==> config.mk <==
export PLATFORM = sky130hd
export DESIGN_NAME = flex_updown_counter
export DESIGN_NICKNAME = d
export VERILOG_FILES = /design/src/rtl/flex_updown_counter.sv
export SDC_FILE = /design/constraint.sdc
export NUM_CORES = 1
export LEC_CHECK = 0
export CORE_MARGIN = 2
export CORE_UTILIZATION = 50
export DETAILED_ROUTE_END_ITERATION = 10
export GPL_TIMING_DRIVEN = 0
export PLACE_DENSITY = 0.88
export SKIP_CTS_REPAIR_TIMING = 1
export SLEW_MARGIN = 20
export SYNTH_ARGS = -nofsm -noshare
export SYNTH_HDL_FRONTEND = slang
export SYNTH_SLANG_ARGS = --single-unit
==> constraint.sdc <==
create_clock -name clk -period 2.8 [get_ports clk]
set_clock_uncertainty 0.05 [all_clocks]
set_input_delay 0.28 -clock clk [delete_from_list [all_inputs] [get_ports clk]]
set_output_delay 0.28 -clock clk [all_outputs]
set_load 0.005 [all_outputs]
==> src/rtl/flex_updown_counter.sv <==
// N-bit up/down counter with programmable rollover, synchronous clear/load,
// registered rollover flag and wrap pulse. Define FLEX_CNT_SAT_EN for saturating mode.
module flex_updown_counter #(
  parameter int NUM_CNT_BITS = 4
) (
  input  logic                    clk,
  input  logic                    rst,
  input  logic                    clear,
  input  logic                    load,
  input  logic [NUM_CNT_BITS-1:0] load_val,
  input  logic                    count_enable,
  input  logic                    count_down,
  input  logic [NUM_CNT_BITS-1:0] rollover_val,
  output logic [NUM_CNT_BITS-1:0] count_out,
  output logic                    rollover_flag,
  output logic                    wrap_pulse
);

  localparam logic [NUM_CNT_BITS-1:0] One = NUM_CNT_BITS'(1);

  logic [NUM_CNT_BITS-1:0] count_d, count_q;
  logic                    flag_d, flag_q;
  logic                    wrap_d, wrap_q;

  always_comb begin
    // NOTE: every signal gets a default first, so no path leaves it unassigned and no latch is inferred.
    count_d = count_q;
    wrap_d  = 1'b0;

    if (clear) begin
      count_d = '0;
    end else if (load) begin
      count_d = load_val;
    end else if (count_enable && (rollover_val != '0)) begin
      if (!count_down) begin
        if (count_q >= rollover_val) begin
`ifdef FLEX_CNT_SAT_EN
          count_d = rollover_val;
`else
          count_d = One;
          wrap_d  = 1'b1;
`endif
        end else begin
          count_d = count_q + One;
        end
      end else begin
        if (count_q <= One) begin
`ifdef FLEX_CNT_SAT_EN
          count_d = count_q;
`else
          count_d = rollover_val;
          wrap_d  = 1'b1;
`endif
        end else begin
          count_d = count_q - One;
        end
      end
    end

    // Flag derives from the next count so it lines up with count_out after the edge.
    flag_d = (count_d == rollover_val) && (rollover_val != '0);
  end

  always_ff @(posedge clk or posedge rst) begin
    if (rst) begin
      count_q <= '0;
      flag_q  <= 1'b0;
      wrap_q  <= 1'b0;
    end else begin
      // NOTE: non-blocking assignments so all flops update together from pre-edge values.
      count_q <= count_d;
      flag_q  <= flag_d;
      wrap_q  <= wrap_d;
    end
  end

  assign count_out     = count_q;
  assign rollover_flag = flag_q;
  assign wrap_pulse    = wrap_q;

endmodule

==> results.py, run 1 <==
metrics = {
    "clock_network": {
        "insertion_delay_ns": 0.25,
        "cts_buffers": 3,
        "root_buffer": "clkbuf_4",
        "cts_sinks": 6,
        "ctsLongestPathBuffers": 2,
        "htree_levels": 1,
        "cts.clk_slew.worst_paths_ns": 0.05,
        "tritoncts": "built",
    },
    "worst_setup_path": {
        "setup.worst_path.end_class": "register",
        "path_max_fanout": 6,
        "cp_num_buf_inv": 2,
        "crit_type": "in -> reg",
        "cp.required_ns": 2.91,
        "critPathTopFamily": "compound AO/OA/AOI/OAI gates",
        "crit_path_top_delay_cell": "clkdlybuf4s50_1",
        "crit_path_start": "rollover_val[3]",
        "cpPeakStageDelay_ns": 0.62,
        "r2r_start": "count_out[0]$_DFF_PP0_",
        "cp_data_arrival_time_ns": 2.85,
        "worstSetupStartpointType": "primary input",
        "crit_chain": "clkdlybuf4s50_1 -> inv_1 -> ha_1 -> a21oi_1 -> o21ai_1 -> a21o_2 -> or4_4 -> a32o_1 -> a211oi_2",
    },
    "synth": {
        "seq_area_frac_synth": 0.1596,
        "synthesis.area_sq_um": 940.9,
        "synthArstFlopShare": 1.000,
        "synth_edf_count": 0,
        "yosys-top-cells-area": "dfrtp_1 16%, ha_1 9.3%, a21oi_1 5.9%",
        "synth_warnings": 0,
        "ys_ff_latch": 6,
        "synth_top_flop_cell": "dfrtp_1",
        "synth_top_cell_by_area": "dfrtp_1",
        "syn_area_per_cell_sq_um": 7.841,
        "synth_fp_nets": 141,
        "syn_inst": 120,
        "ys_types": 44,
        "synth_top_area_share": 0.1596,
    },
    "final_layout": {
        "final_area_sq_mm": 0.001202,
        "layout_common_cells": "17 x clkdlybuf4s50_1, 11 x a21oi_1, 9 x inv_1",
        "layout_commonest_cell": "clkdlybuf4s50_1",
        "num-nets-final": 166,
        "syn_to_final_growth_pct": 27.79,
        "diodes": 0,
        "layout-drive-gt1-share": 0.1748,
        "fin_util": 0.6889,
    },
    "sta": {
        "setup_violations": 0,
        "hold_ws_ns": 0.1897,
        "final_max_slew_viol_count": 0,
        "worstMarginPinSlew_ns": 0.4494,
        "max_slew_margin": 0.7004,
        "max_freq_mhz": 365.2,
        "min_period_ns": 2.738,
        "fin_crit_sh": 0.9780,
        "setup_ws_ns": 0.06157,
        "hold_viol": 0,
    },
    "status": {
        "outcome": "complete, no violations",
    },
    "routing": {
        "vias_per_cell": 6.417,
        "detail-route-antenna-nets": 0,
        "wirelength_mm": 2.663,
        "first_iter_violations": 54,
        "num_vias": 1078,
        "wl_per_cell_microns": 15.85,
        "route.detailed.drc": 0,
        "dr.pass1.iters": 4,
    },
    "place": {
        "dpl-instance-area_sq_mm": 0.001152,
        "gp_congestion": 0.9765,
        "hpwlAfterDp_mm": 2.033,
        "io_buffer_count": 18,
        "place_ws_ns": -0.2643,
    },
    "floorplanning": {
        "core_area_sq_mm": 0.001745,
        "ios": 20,
        "die_w_microns": 47.38,
        "die_area_sq_mm": 0.002245,
        "start_util": 0.5391,
        "rows": 15,
        "die_h_microns": 47.38,
    },
    "global_routing": {
        "grt_max_degree": 11,
        "gr-usage-met1": 0.2982,
        "gr-usage-met3": 0.06538,
        "first_global_vias": 991,
        "grt_remaining_overflow": 0,
        "grt_busiest_layer": "met2",
        "track_usage": 0.2597,
        "antenna_found_initial": 0,
        "grt_pass1_wl_mm": 4.050,
        "grt_util_met2": 0.4622,
    },
    "power_and_ir_drop": {
        "power_density_mw_per_mm2": 309.0,
        "power_leakage_nw": 0.5129,
        "peakVddDrop_v": 0.0002466,
    },
    "run": {
        "maxCapViolCount": 0,
    },
    "worst_hold_path": {
        "worstHoldPathType": "in -> async",
    },
}
## power by group
part           total (mW)  internal, mW  switching [mW]
registers           0.101        0.0930         0.00794
logic               0.188        0.0919          0.0957
clock network      0.0830        0.0487          0.0343
## registers in the layout, indices dropped and copies added (netlist names)
signal	flops
count_out	4
rollover_flag	1
wrap_pulse	1
## metrics by stage
| step | cells | total power [mW] | TNS, ns |
|---|---|---|---|
| 2_1_floorplan | 120 | 0.2160 | 0 |
| 3_3_place_gp | 163 | 0.2757 | -0.2723 |
| 3_5_place_dp | 163 | 0.2800 | -0.3240 |
| 4_1_cts | 166 | 0.3649 | -0.01571 |
| 5_1_grt | 168 | 0.3960 | -0.002595 |
| 6_report | 168 | 0.3716 | 0 |
## layer usage
layer  wire [microns]  vias up
met4               67        0
met1             1105      505
met3              207        8
li1                 -      508
met2             1283       57
met5                0        -
## synthesized netlist by cell type (all sizes together), types with 2 or more instances
| cell type | count |
|---|---|
| nor4b | 2 |
| nand2 | 6 |
| nor3 | 8 |
| nor4 | 3 |
| or3 | 2 |
| o21ai | 9 |
| nor2b | 4 |
| buf | 3 |
| clkbuf | 4 |
| ha | 7 |
| or4 | 4 |
| and3b | 3 |
| a211o | 2 |
| a211oi | 2 |
| dfrtp | 6 |
| a21oi | 11 |
| nor2 | 8 |
| nor3b | 2 |
| or2b | 2 |
| a2bb2oi | 2 |
| inv | 10 |
| mux2i | 2 |
| o2111ai | 2 |
| a21o | 2 |
## area by class of cell
cell class                 count  area (sq um)
buffer                         7         75.07
clock buffer                   3         22.52
fill                         164         543.0
inverter                      10         41.29
multi-input combinational     97         683.2
sequential                     6         151.4
tap                           25         31.28
timing repair buffer          20         197.7
## worst register-to-register path: stages (launching register included)
cell and delay [ns]:
dfrtp_1 0.39, buf_6 0.17, clkinvlp_4 0.13, ha_1 0.25
or4_1 0.40, a21oi_1 0.16, a311oi_1 0.08, or4_4 0.54
a32o_1 0.27, a211oi_2 0.16
## worst paths after layout
path,to,slack [ns],cells past startpoint
setup / recovery,rollover_flag$_DFF_PP0_,0.06,9
hold / removal,count_out[2]$_DFF_PP0_,0.19,2
setup reg to reg,rollover_flag$_DFF_PP0_,0.12,9
hold reg to reg,count_out[1]$_DFF_PP0_,0.82,3
max in group asynchronous,count_out[1]$_DFF_PP0_,2.31,2
min in group clk,rollover_flag$_DFF_PP0_,0.43,3
## cell families (layout without fill, tap and decap cells)
family,Yosys count,after routing,share of synthesized area
AND/OR/NAND/NOR,48,48,0.3099
AO/OA/AOI/OAI,40,40,0.2966
buffers and inverters,17,40,0.1197
flip-flops,6,6,0.1596
multiplexers,2,2,0.02128
adder cells (fa/ha/maj),7,7,0.09308
(Power assumes the default switching activity.)
==> inputs of run 2 (changes only) <==
- ABC_AREA: not set -> 0
- REMOVE_ABC_BUFFERS: not set -> 1
==> results.py, run 2 (synthesis results as in run 1) <==
metrics = {
    "status": {
        "outcome": "complete, no violations",
    },
    "final_layout": {
        "layout-drive-gt1-share": 0.1377,
        "num-nets-final": 161,
        "nFillCells": 149,
        "layout_common_cells": "17 x clkdlybuf4s50_1, 11 x a21oi_1, 10 x inv_1",
        "layout_commonest_cell": "clkdlybuf4s50_1",
        "diodes": 0,
        "fin_cells": 163,
        "syn_to_final_growth_pct": 21.14,
        "largest_reg_flops": 4,
        "fin_util": 0.6530,
    },
    "global_routing": {
        "grt_busiest_layer": "met2",
        "gr-usage-met1": 0.3218,
        "grt_util_met2": 0.4108,
        "grt_pass1_wl_mm": 3.933,
        "first_global_vias": 929,
        "track_usage": 0.2418,
        "grt_max_degree": 18,
        "antenna_found_initial": 0,
        "grt_remaining_overflow": 0,
        "gr-usage-met3": 0.04615,
    },
    "routing": {
        "vias_per_cell": 6.288,
        "dr.pass1.iters": 4,
        "route.detailed.drc": 0,
        "wl_per_cell_microns": 14.90,
        "first_iter_violations": 59,
        "detail-route-antenna-nets": 0,
        "num_vias": 1025,
        "wirelength_mm": 2.429,
    },
    "place": {
        "io_buffer_count": 19,
        "gp_congestion": 0.9690,
        "hpwlAfterDp_mm": 1.829,
        "place_ws_ns": -0.2305,
        "dp.cells": 157,
    },
    "clock_network": {
        "tritoncts": "built",
        "htree_levels": 1,
        "insertion_delay_ns": 0.24,
        "cts_sinks": 6,
        "cts.clk_slew.worst_paths_ns": 0.04,
        "cts_buffers": 3,
        "ctsLongestPathBuffers": 2,
        "root_buffer": "clkbuf_4",
    },
    "sta": {
        "fin_setup_tns_ns": 0,
        "fin_crit_sh": 0.9690,
        "worstMarginPinSlew_ns": 0.5712,
        "min_period_ns": 2.713,
        "final_max_slew_viol_count": 0,
        "hold_viol": 0,
        "max_slew_margin": 0.6180,
        "max_freq_mhz": 368.6,
        "setup_ws_ns": 0.08685,
        "setup_violations": 0,
        "rsz0062_at_grt": "no",
    },
    "worst_setup_path": {
        "cpPeakStageDelay_ns": 0.61,
        "crit_type": "in -> reg",
        "cp_data_arrival_time_ns": 2.81,
        "reg2reg_depth": 8,
        "crit_chain": "clkdlybuf4s50_1 -> inv_1 -> ha_1 -> o211ai_1 -> o21ai_1 -> a21o_2 -> or4_4 -> a32o_1 -> a211oi_2",
        "cp_num_buf_inv": 2,
        "cp.required_ns": 2.90,
        "crit_path_top_delay_cell": "clkdlybuf4s50_1",
        "setup.worst_path.end_class": "register",
        "worstSetupStartpointType": "primary input",
        "worst-r2r-setup-slack_ns": 0.16,
        "critPathTopFamily": "compound AO/OA/AOI/OAI gates",
        "cp.depth": 9,
        "path_max_fanout": 8,
    },
    "floorplanning": {
        "ios": 20,
        "start_util": 0.5391,
        "die_w_microns": 47.38,
        "die_h_microns": 47.38,
        "die_area_sq_mm": 0.002245,
        "core_area_sq_mm": 0.001745,
        "rows": 15,
    },
    "power_and_ir_drop": {
        "power_density_mw_per_mm2": 306.5,
        "power_leakage_nw": 0.4906,
        "peakVddDrop_v": 0.0002637,
    },
    "worst_hold_path": {
        "worstHoldPathType": "in -> async",
    },
    "run": {
        "maxCapViolCount": 0,
    },
}
[run 2: cell types whose count changed in the layout (fill, tap and decap cells not counted), sizes merged]
cell,change
buf,-2
clkinvlp,-1
inv,+1
dlymetal6s2s,+1
clkbuf,-4
[run 2: per-stage QoR]
| step | power [mW] | hold slack [ns] | instance area, sq um |
|---|---|---|---|
| global placement | 0.2598 | 0.4451 | 1087 |
| finish | 0.3494 | 0.1982 | 1140 |
| detailed placement | 0.2661 | 0.4527 | 1087 |
| floorplan | 0.1997 | 0.02096 | 865.8 |
| CTS | 0.3444 | 0.1966 | 1110 |
| global route | 0.3750 | 0.2339 | 1140 |
[run 2: metal layers]
layer / vias up / part of all wire
met5: - / 0
met4: 0 / 0.010
met3: 5 / 0.065
met2: 50 / 0.48
met1: 469 / 0.44
li1: 501 / -
[run 2: final cells by class]
cell class | instances | area [sq um] | share of cell area
clock buffer | 3 | 22.52 | 0.01976
tap | 25 | 31.28 | 0.02744
sequential | 6 | 152.6 | 0.1339
inverter | 10 | 37.54 | 0.03293
multi-input combinational | 97 | 678.2 | 0.5950
timing repair buffer | 22 | 217.7 | 0.1910
[run 2: power breakdown]
group / switching, mW / internal (mW) / total [mW]
clock network: 0.0272 / 0.0482 / 0.0754
registers: 0.0137 / 0.0932 / 0.107
logic: 0.0851 / 0.0820 / 0.167
total: 0.126 / 0.223 / 0.349
[run 2: path summary, 6_finish.rpt]
check,start,to
min reg2reg,count_out[0]$_DFF_PP0_,count_out[0]$_DFF_PP0_
max reg2reg,count_out[0]$_DFF_PP0_,rollover_flag$_DFF_PP0_
max in group asynchronous,rst,count_out[0]$_DFF_PP0_
min,rst,count_out[2]$_DFF_PP0_
min in group clk,rollover_val[1],rollover_flag$_DFF_PP0_
max,rollover_val[2],rollover_flag$_DFF_PP0_
==> inputs of run 3 (changes only) <==
- CTS_CLUSTER_SIZE: not set -> 40
==> results of run 3 <==
Same layout as run 2: the final DEF is identical, and so are final timing and power.
